File: src/rtl/data_packet_assembler_if.sv
// Stream bundle for data_packet_assembler: narrow packet input side plus assembled-frame output side.
// The assembler takes the slave view; the producer/consumer environment takes the master view.
interface data_packet_assembler_if #(
  parameter int PKT_W    = 1,
  parameter int NUM_PKTS = 4,
  parameter int CNT_W    = 3
);
  logic [PKT_W-1:0]          in_data;
  logic                      in_valid;
  logic                      in_last;
  logic                      in_ready;
  logic [PKT_W*NUM_PKTS-1:0] out_data;
  logic [CNT_W-1:0]          out_count;
  logic                      out_trunc;
  logic                      out_valid;
  logic                      out_ready;
  logic                      ovf_pulse;
  logic [7:0]                frame_cnt;

  modport master (
    output in_data, in_valid, in_last, out_ready,
    input  in_ready, out_data, out_count, out_trunc, out_valid, ovf_pulse, frame_cnt
  );

  modport slave (
    input  in_data, in_valid, in_last, out_ready,
    output in_ready, out_data, out_count, out_trunc, out_valid, ovf_pulse, frame_cnt
  );
endinterface

File: src/rtl/data_packet_assembler.sv
// Packs a frame of narrow packets into a NUM_PKTS-slot word and hands it off over valid/ready.
// Excess packets of an over-long frame are dropped and reported through out_trunc / ovf_pulse.
module data_packet_assembler #(
  parameter int PKT_W    = 1,
  parameter int NUM_PKTS = 4,
  parameter bit REVERSE  = 1'b1,
  parameter int CNT_W    = 3
) (
  input logic                  clock,
  input logic                  reset,
  data_packet_assembler_if.slave bus
);

  typedef enum logic [1:0] {
    IDLE    = 2'd0,
    COLLECT = 2'd1,
    DROP    = 2'd2,
    HOLD    = 2'd3
  } state_t;

  localparam int                 BUF_W = PKT_W * NUM_PKTS;
  localparam logic [CNT_W-1:0]   FULL  = CNT_W'(NUM_PKTS);
  localparam logic [CNT_W-1:0]   ONE   = CNT_W'(1);

  state_t             state_q, state_next;
  logic [BUF_W-1:0]   pkt_buf_q, pkt_buf_next;
  logic [CNT_W-1:0]   count_q, count_next;
  logic               trunc_q, trunc_next;
  logic               ovf_q, ovf_next;
  logic [7:0]         frame_q, frame_next;

  logic               ready;
  logic               accept;
  logic               wr_en;
  logic [CNT_W-1:0]   wr_idx;

  // Bit offset of arrival slot i inside the assembled word.
  function automatic int slot_base(input int i);
    return REVERSE ? (NUM_PKTS - 1 - i) * PKT_W : i * PKT_W;
  endfunction

  assign ready  = (state_q != HOLD);
  assign accept = bus.in_valid && ready;

  always_comb begin
    // NOTE: every variable gets a default before the case so no path leaves it unassigned (no latches).
    state_next   = state_q;
    pkt_buf_next = pkt_buf_q;
    count_next   = count_q;
    trunc_next   = trunc_q;
    ovf_next     = 1'b0;
    frame_next   = frame_q;
    wr_en        = 1'b0;
    wr_idx       = '0;

    unique case (state_q)
      IDLE: begin
        if (accept) begin
          wr_en      = 1'b1;
          wr_idx     = '0;
          count_next = ONE;
          state_next = bus.in_last ? HOLD : COLLECT;
        end
      end
      COLLECT: begin
        if (accept) begin
          if (count_q == FULL) begin
            // Buffer already full: this packet is the first excess one of the frame.
            ovf_next   = 1'b1;
            trunc_next = 1'b1;
            state_next = bus.in_last ? HOLD : DROP;
          end else begin
            wr_en      = 1'b1;
            wr_idx     = count_q;
            count_next = count_q + ONE;
            if (bus.in_last) state_next = HOLD;
          end
        end
      end
      DROP: begin
        if (accept && bus.in_last) state_next = HOLD;
      end
      HOLD: begin
        if (bus.out_ready) begin
          pkt_buf_next = '0;
          count_next   = '0;
          trunc_next   = 1'b0;
          frame_next   = frame_q + 8'd1;
          state_next   = IDLE;
        end
      end
      default: state_next = IDLE;
    endcase

    for (int i = 0; i < NUM_PKTS; i++) begin
      if (wr_en && (wr_idx == CNT_W'(i))) begin
        pkt_buf_next[slot_base(i) +: PKT_W] = bus.in_data;
      end
    end
  end

  // NOTE: the packet buffer is a flat register rather than a RAM, so it is reset along with the control state.
  always_ff @(posedge clock or posedge reset) begin
    if (reset) begin
      state_q   <= IDLE;
      pkt_buf_q <= '0;
      count_q   <= '0;
      trunc_q   <= 1'b0;
      ovf_q     <= 1'b0;
      frame_q   <= 8'd0;
    end else begin
      // NOTE: non-blocking assignments so every register samples the pre-edge values.
      state_q   <= state_next;
      pkt_buf_q <= pkt_buf_next;
      count_q   <= count_next;
      trunc_q   <= trunc_next;
      ovf_q     <= ovf_next;
      frame_q   <= frame_next;
    end
  end

  // Outputs come straight from registers or the state decode; no in_* to out_* path.
  assign bus.in_ready  = ready;
  assign bus.out_valid = (state_q == HOLD);
  assign bus.out_data  = pkt_buf_q;
  assign bus.out_count = count_q;
  assign bus.out_trunc = trunc_q;
  assign bus.ovf_pulse = ovf_q;
  assign bus.frame_cnt = frame_q;

endmodule

File: src/flat_wrapper.sv
// flat-port wrapper written by rule: the top's interface ports become plain ports
module data_packet_assembler_flat 
#(
  parameter int PKT_W    = 1,
  parameter int NUM_PKTS = 4,
  parameter bit REVERSE  = 1'b1,
  parameter int CNT_W    = 3
)
  (clock, reset, bus_in_data, bus_in_valid, bus_in_last, bus_out_ready, bus_in_ready, bus_out_data, bus_out_count, bus_out_trunc, bus_out_valid, bus_ovf_pulse, bus_frame_cnt);
  data_packet_assembler_if #(.PKT_W(PKT_W), .NUM_PKTS(NUM_PKTS), .CNT_W(CNT_W)) bus_i ();
  input logic clock;
  input logic reset;
  input wire logic [$bits(bus_i.in_data)-1:0] bus_in_data;
  input wire logic [$bits(bus_i.in_valid)-1:0] bus_in_valid;
  input wire logic [$bits(bus_i.in_last)-1:0] bus_in_last;
  input wire logic [$bits(bus_i.out_ready)-1:0] bus_out_ready;
  output wire logic [$bits(bus_i.in_ready)-1:0] bus_in_ready;
  output wire logic [$bits(bus_i.out_data)-1:0] bus_out_data;
  output wire logic [$bits(bus_i.out_count)-1:0] bus_out_count;
  output wire logic [$bits(bus_i.out_trunc)-1:0] bus_out_trunc;
  output wire logic [$bits(bus_i.out_valid)-1:0] bus_out_valid;
  output wire logic [$bits(bus_i.ovf_pulse)-1:0] bus_ovf_pulse;
  output wire logic [$bits(bus_i.frame_cnt)-1:0] bus_frame_cnt;
  assign bus_i.in_data = bus_in_data;
  assign bus_i.in_valid = bus_in_valid;
  assign bus_i.in_last = bus_in_last;
  assign bus_i.out_ready = bus_out_ready;
  assign bus_in_ready = bus_i.in_ready;
  assign bus_out_data = bus_i.out_data;
  assign bus_out_count = bus_i.out_count;
  assign bus_out_trunc = bus_i.out_trunc;
  assign bus_out_valid = bus_i.out_valid;
  assign bus_ovf_pulse = bus_i.ovf_pulse;
  assign bus_frame_cnt = bus_i.frame_cnt;
  data_packet_assembler #(.PKT_W(PKT_W), .NUM_PKTS(NUM_PKTS), .REVERSE(REVERSE), .CNT_W(CNT_W)) u_core (.clock(clock), .reset(reset), .bus(bus_i));
endmodule
File: config.mk
export PLATFORM = sky130hd
export DESIGN_NAME = data_packet_assembler_flat
export DESIGN_NICKNAME = d
export VERILOG_FILES = /design/src/rtl/data_packet_assembler_if.sv /design/src/rtl/data_packet_assembler.sv /design/src/flat_wrapper.sv
export SDC_FILE = /design/constraint.sdc
export NUM_CORES = 1
export LEC_CHECK = 0
export CAP_MARGIN = 20
export CORE_MARGIN = 1
export CORE_UTILIZATION = 40
export CTS_CLUSTER_DIAMETER = 60
export CTS_CLUSTER_SIZE = 20
export DETAILED_ROUTE_END_ITERATION = 16
export GPL_TIMING_DRIVEN = 0
export PLACE_DENSITY = 0.66
export SYNTH_ARGS = -nofsm -noshare
export SYNTH_HDL_FRONTEND = slang
export SYNTH_SLANG_ARGS = --single-unit
File: constraint.sdc
create_clock -name clock -period 1.7 [get_ports clock]
set_input_delay 0.34 -clock clock [delete_from_list [all_inputs] [get_ports clock]]
set_output_delay 0.34 -clock clock [all_outputs]
set_load 0.01 [all_outputs]
# Yosys cells after proc, flatten, opt, wreduce, memory -nomap -nowiden
# Index checks and enable logic that the tools add are counted.
[word_totals]
output_inout_bits = 19
word_cells = 86
regBits = 19
[op_classes]
addsub = 2
n_mux = 34
reduce_logical = 26
n_eq_ne = 15
[ops]
columns = ["op", "count"]
rows = [
  ["3-bit two-way mux", 7],
  ["2-bit nonzero test", 9],
  ["1-bit two-way mux", 14],
  ["2-bit two-way mux", 7],
  ["2-bit AND reduction", 5],
  ["5-bit AND reduction", 2],
  ["3-bit one-hot mux with 3 select lines", 1],
  ["8-bit by 1-bit adder with 8-bit output, second input constant", 1],
  ["4-bit two-way mux", 2],
  ["2-bit by 1-bit inequality test with 1-bit output, second input constant", 4],
  ["2-bit one-hot mux with 4 select lines", 1],
  ["3-bit by 2-bit == test with 1-bit output, second input constant", 2],
  ["1-bit logical AND", 6],
  ["2-bit inequality test, second input constant", 3],
  ["2-bit == test, second input constant", 2],
  ["1-bit one-hot mux with 2 select lines", 2],
  ["4-bit AND reduction", 1],
  ["3-bit by 1-bit adder with 3-bit output, second input constant", 1],
  ["3-bit by 1-bit == test with 1-bit output, second input constant", 1],
  ["3-bit == test, second input constant", 1],
  ["3-bit logical NOT", 1],
  ["3-bit by 2-bit inequality test with 1-bit output, second input constant", 1],
  ["3-bit nonzero test", 1],
  ["2-bit by 1-bit == test with 1-bit output, second input constant", 1],
  ["2-bit logical NOT", 1],
]

# Depth between registers and ports, before layout
# Gate-level depths: netlist of run 1.
[depth]
word_depth = 8
mapped_depth = 6
depth_no_buf = 6

# Worst setup path before layout of run 1
# Ideal clock, no wire load.
[synth_timing]
path_type = "flip-flop to flip-flop"
from = "reg u_core.state_q[0]"
to = "reg u_core.count_q[1], in the netlist u_core.bus.out_count[1]"
setup_time_ns = 0.126
slack_ns = 0.152
arrival_time_ns = 1.421
n_path_buf = 0
path_stages_with_launch = 6
path_cell_list = "dfrtp_1 ha_1 nor2b_4 o31ai_4 a21oi_1 a311o_1"
[synth_between]
elab_cells_between_ends = 12
classes_between = "7 x eq/ne; 1 x mux; 4 x reduce/logical"
[synth_rtl]
columns = ["element", "line_no", "source"]
rows = [
  ["from (decl)", "data_packet_assembler.sv:25", "state_t state_q, state_next;"],
  ["from (signal assigned)", "data_packet_assembler.sv:113", "state_q <= state_next;"],
  ["2-bit == test *", "-", ""],
  ["named net bus_out_valid", "flat_wrapper.sv:21", "output wire logic [$bits(bus_i.out_valid)-1:0] bus_out_valid;"],
  ["2-bit inequality test (no source line) or 3-bit nonzero test (tied branches)", "-", ""],
  ["5-bit AND reduction (no source line)", "-", ""],
  ["to (signal assigned)", "data_packet_assembler.sv:115", "count_q <= count_next;"],
  ["to (decl)", "data_packet_assembler.sv:27", "logic [CNT_W-1:0] count_q, count_next;"],
]
# Mark *: on every way through the listed nets, which the timed path passes. The rest lies on a longest branch.
# A chain may end at the register's enable or synchronous reset.

# Worst setup path in the final report of run 1
[layout_timing]
from = "reg u_core.state_q[0]"
to = "reg u_core.state_q[0]"
[layout_between]
elab_chain_len = 5
elab_cells_between_ends = 14
classes_between = "9 x eq/ne; 1 x mux; 4 x reduce/logical"
[layout_lines]
columns = ["element", "line_no", "source"]
rows = [
  ["2-bit inequality test", "data_packet_assembler.sv:42", "assign ready = (state_q != HOLD);"],
  ["1-bit logical AND", "data_packet_assembler.sv:43", "assign accept = bus.in_valid && ready;"],
  ["1-bit logical AND", "data_packet_assembler.sv:81", "if (accept && bus.in_last) state_next = HOLD;"],
  ["2-bit by 1-bit inequality test with 1-bit output (no source line)", "-", ""],
  ["5-bit AND reduction (no source line)", "-", ""],
]
# Parallel ways exist; a longest one is shown, timed or not.

==> metrics list, run 1 <==
* Total setup violations reported at the end of the flow: 0
- Kind of launch point of the worst setup path: flip-flop
- The biggest area contributor in the post-synthesis netlist is dfrtp_1.
- Area fraction in compound gates after synthesis: 16.0%
- The most used flip-flop cell after synthesis is dfrtp_1.
- Class of the tightest hold or removal check: in -> async
* P per Cell Area: 1630 mW/mm^2
- After detailed routing, the average wire length per cell comes to 13.7 um.
- Number of warnings issued by yosys: 0
* Part of the total power dissipated in sequential elements: 31.1%
* Post-synthesis average cell area: 10.7 sq um
* Total Routed Length: 2.27 mm
* Full die area: 0.00291 sq mm
- Synthesis-to-finish area growth: 36.7%
- After detailed routing, the wire length on met1 is 1.00 mm.
- CTS tree: done
- Clock tree synthesis found a total of 19 sinks.
- Hold Violations, Final: 0
* Distinct cells, synth: 38
- The longest clock path from root to sink contains 2 buffers.
- Measured on the finished design, the core utilization comes to 58.6%.
- Area share of the largest cell type after synthesis: 44.0%
* Synthesized flop and latch total: 19
- The worst setup path is captured at a flip-flop.
* Area of the core region: 0.00252 sq mm
- Run status: complete, no violations
- Net switching is 40.3% of the power.
* Clock-pin slew of the registers on the worst-case setup and hold paths: 0.11 ns
- DR iter-0 viols: 8
- Sum of met3 wire segment lengths after detailed routing: 69 um
* Biggest fanout along the worst timing path: 6
- The routed layout has 902 vias.
- Area occupied by registers: 480 sq um
- The worst-case IR drop observed on VDD is 853 uV.
* Final worst path period need: 1.68 ns
* Filler cell count in the final layout: 234
* Critical path data arrival time: 1.84 ns
- Global-route usage over all layers: 16.9%
- Count of maximum capacitance violations: 0
- Once detail routing completed, the nets flagged for antenna violations numbered 0.
* Biggest area contributors in the synthesized netlist: dfrtp_1 (44%), ha_1 (9.3%), xnor2_1 (4.9%), nand2_1 (3.5%), a21oi_1 (2.8%)
- For the pin with the worst max-slew slack, the measured transition is 0.716 ns.
* Num CTS Buffers: 3
- Post-layout nets: 151
* Area used by multi-input combinational logic: 602 sq um
- The tree is rooted in a clkbuf_4.
- In the routed design, unresolved DRC markers number 0.
- Vertical die dimension: 54.0 um
- Clock skew after layout: 0.00664 ns
- Number of enable-type register cells in the synthesized netlist: 0
- For this design the static power due to leakage is 0.647 nW.
- The number of hold buffers added after CTS was 0.
- Counting flops with an async set or reset pin after synthesis yields a share of 100%.
- Counting instances in the post-synthesis netlist gives the leading cell types as dfrtp_1 (19), nand2_1 (10), ha_1 (8), inv_1 (8).
- Counting every instance in the synthesized netlist gives 101.
- XOR/XNOR share of the synthesized area: 5.67%
* Register area share after synthesis: 44.0%
- Setup repair after global routing missed its margin: true
- Multiplexer cells account for 3.82% of the synthesized area.
* Synthesized netlist net count: 115
* Max-slew headroom at the worst pin: 52.2%
- CTS built an H-tree with a depth of 1.
* Switch Pwr: 973 uW
- The initial antenna violation count was 0.
- Yosys instantiated no cell more often than dfrtp_1.
- During placement, the flow inserted port buffers numbering 24.
* ANT cells: 0
- Entering global routing, the biggest net connects 20 pins.
* Share of cells above drive strength 1: 22.1%
* Setup Crit Path Kind: reg -> reg
- At the end of routability-driven placement, the weighted congestion stood at 0.819.
- Worst hold slack: 0.451 ns
* Metal2 WL: 1.18 mm
- In this run the cell area of the synthesized design comes to 0.00108 sq mm.
* Number of global-route vias before repair: 824
- Using the TritonRoute via totals, the vias-per-cell ratio works out to 5.43.
* Period utilization: 99.0%
- Achievable frequency: 594 MHz
* I/O pin cnt: 25
* Drt first pass iters: 4
- For this configuration, the core starts out at a cell density of 42.9%.
* Synth Area in Simple Gates: 18.1%
- In this run the core area contains 18 standard-cell rows.
- Summed over all layers, the global routing overflow is 0.
- Highest metal used: met4
- WP data required: 1.86 ns
- Clock group share of total power: 9.4%
* Number of max-slew violations in the final report: 0
* Dpl hpwl: 1.60 mm
- Comb power frac: 59.6%
- Internal Pwr Total: 1.44 mW
- Clock Latency Late Sink: 0.29 ns
- Overall die width: 54.0 um
- By area, the combinational part of the netlist is dominated by simple AND/OR/NAND/NOR gates.
- The first global-routing pass estimated 3.52 mm of wire.
* Synthesized-area fraction occupied by adder cells: 9.26%
[power groups by stage]
stage / Sequential, mW / Combinational [mW] / Clock [mW]
2_1_floorplan: 0.798 / 0.746 / 0
3_3_place_gp: 0.772 / 1.18 / 0
3_5_place_dp: 0.778 / 1.22 / 0
4_1_cts: 0.770 / 1.28 / 0.240
5_1_grt: 0.770 / 1.59 / 0.254
6_report: 0.750 / 1.44 / 0.226
[metal layers]
layer	up-vias	track usage, %
met1	449	20.9
met2	15	28.6
li1	436	-
met5	-	0
met3	2	3.39
met4	0	6.84
[layout by cell type (no fill, tap or decap), types with 4 or more instances in the layout]
master           synthesis  final
a21oi_1                  6      6
buf_4                    0      6
clkdlybuf4s50_1          0     22
dfrtp_1                 19     15
dfrtp_2                  0      4
ha_1                     8      6
inv_1                    8      7
nand2_1                 10     10
xnor2_1                  6      6
[stage by stage]
step	TNS (ns)	total power [mW]	instance area [sq um]	worst slack [ns]	instances
after CTS	0	2.29	1420	0.00592	161
after global routing	-0.0482	2.62	1480	-0.0427	166
after detailed placement	-0.0215	2.00	1360	-0.0215	155
after global placement	-0.0117	1.96	1360	-0.0117	155
after floorplan	0	1.54	1080	0.152	101
final	0	2.41	1480	0.0163	166
[logic make-up after synthesis]
| family | after synthesis |
|---|---|
| compound gates | 23 |
| fa+ha+maj | 8 |
| xor+xnor | 7 |
| buf+inv | 9 |
| simple gates | 31 |
| flops | 19 |
| mux | 4 |
[path summary, 6_finish.rpt]
path / depth (start not counted) / startpoint / to / slack, ns
max reg2reg: 7 / u_core.state_q[0] / u_core.state_q[0] / 0.02
min in group clock: 1 / u_core.bus.frame_cnt[7] / u_core.bus.frame_cnt[7] / 0.47
min reg2reg: 1 / u_core.bus.frame_cnt[7] / u_core.bus.frame_cnt[7] / 0.47
min: 2 / reset / u_core.bus.out_data[1] / 0.45
max in group asynchronous: 2 / reset / u_core.bus.frame_cnt[3] / 0.76
max: 7 / u_core.state_q[0] / u_core.state_q[0] / 0.02
[critical path, cell delays in order, from the launching register on]
cell and delay, ns:
dfrtp_1 0.40, buf_4 0.14, ha_4 0.17, dlymetal6s2s_1 0.17, and2b_4 0.28, o21ai_0 0.08, a21oi_1 0.19, o22ai_1 0.12
[repair_timing]
action | CTS | global route
setup endpoints to repair | 4 | 10
resized for setup | 8 | 6
setup buffers | 2 | 5
pin swaps | 0 | 2
[sequential cells by signal (all words and copies together) (netlist names)]
name / cells
u_core.bus.out_data: 4
u_core.bus.out_trunc: 1
u_core.bus.frame_cnt: 8
u_core.bus.ovf_pulse: 1
u_core.state_q: 2
u_core.bus.out_count: 3
[cell type report]
class / count / area share [%]
Buffer: 1 / 0.508
Inverter: 8 / 2.03
Timing Repair Buffer: 31 / 19.8
Clock inverter: 1 / 0.339
Multi-Input combinational cell: 73 / 40.7
Tap cell: 30 / 2.54
Clock buffer: 3 / 1.52
Sequential cell: 19 / 32.5
No activity file was read; power rests on OpenSTA's default activity.
==> run 2: changes to the inputs <==
--- a/config.mk
+++ b/config.mk
@@ -5,12 +5,14 @@
 export SDC_FILE = /design/constraint.sdc
 export NUM_CORES = 1
 export LEC_CHECK = 0
+export ABC_AREA = 0
 export CAP_MARGIN = 20
 export CORE_MARGIN = 1
 export CORE_UTILIZATION = 40
 export CTS_CLUSTER_DIAMETER = 60
 export CTS_CLUSTER_SIZE = 20
 export DETAILED_ROUTE_END_ITERATION = 16
+export GPL_ROUTABILITY_DRIVEN = 0
 export GPL_TIMING_DRIVEN = 0
 export PLACE_DENSITY = 0.66
 export SYNTH_ARGS = -nofsm -noshare
==> results of run 2 <==
No change in the layout: final DEF, timing and power equal those of run 1.
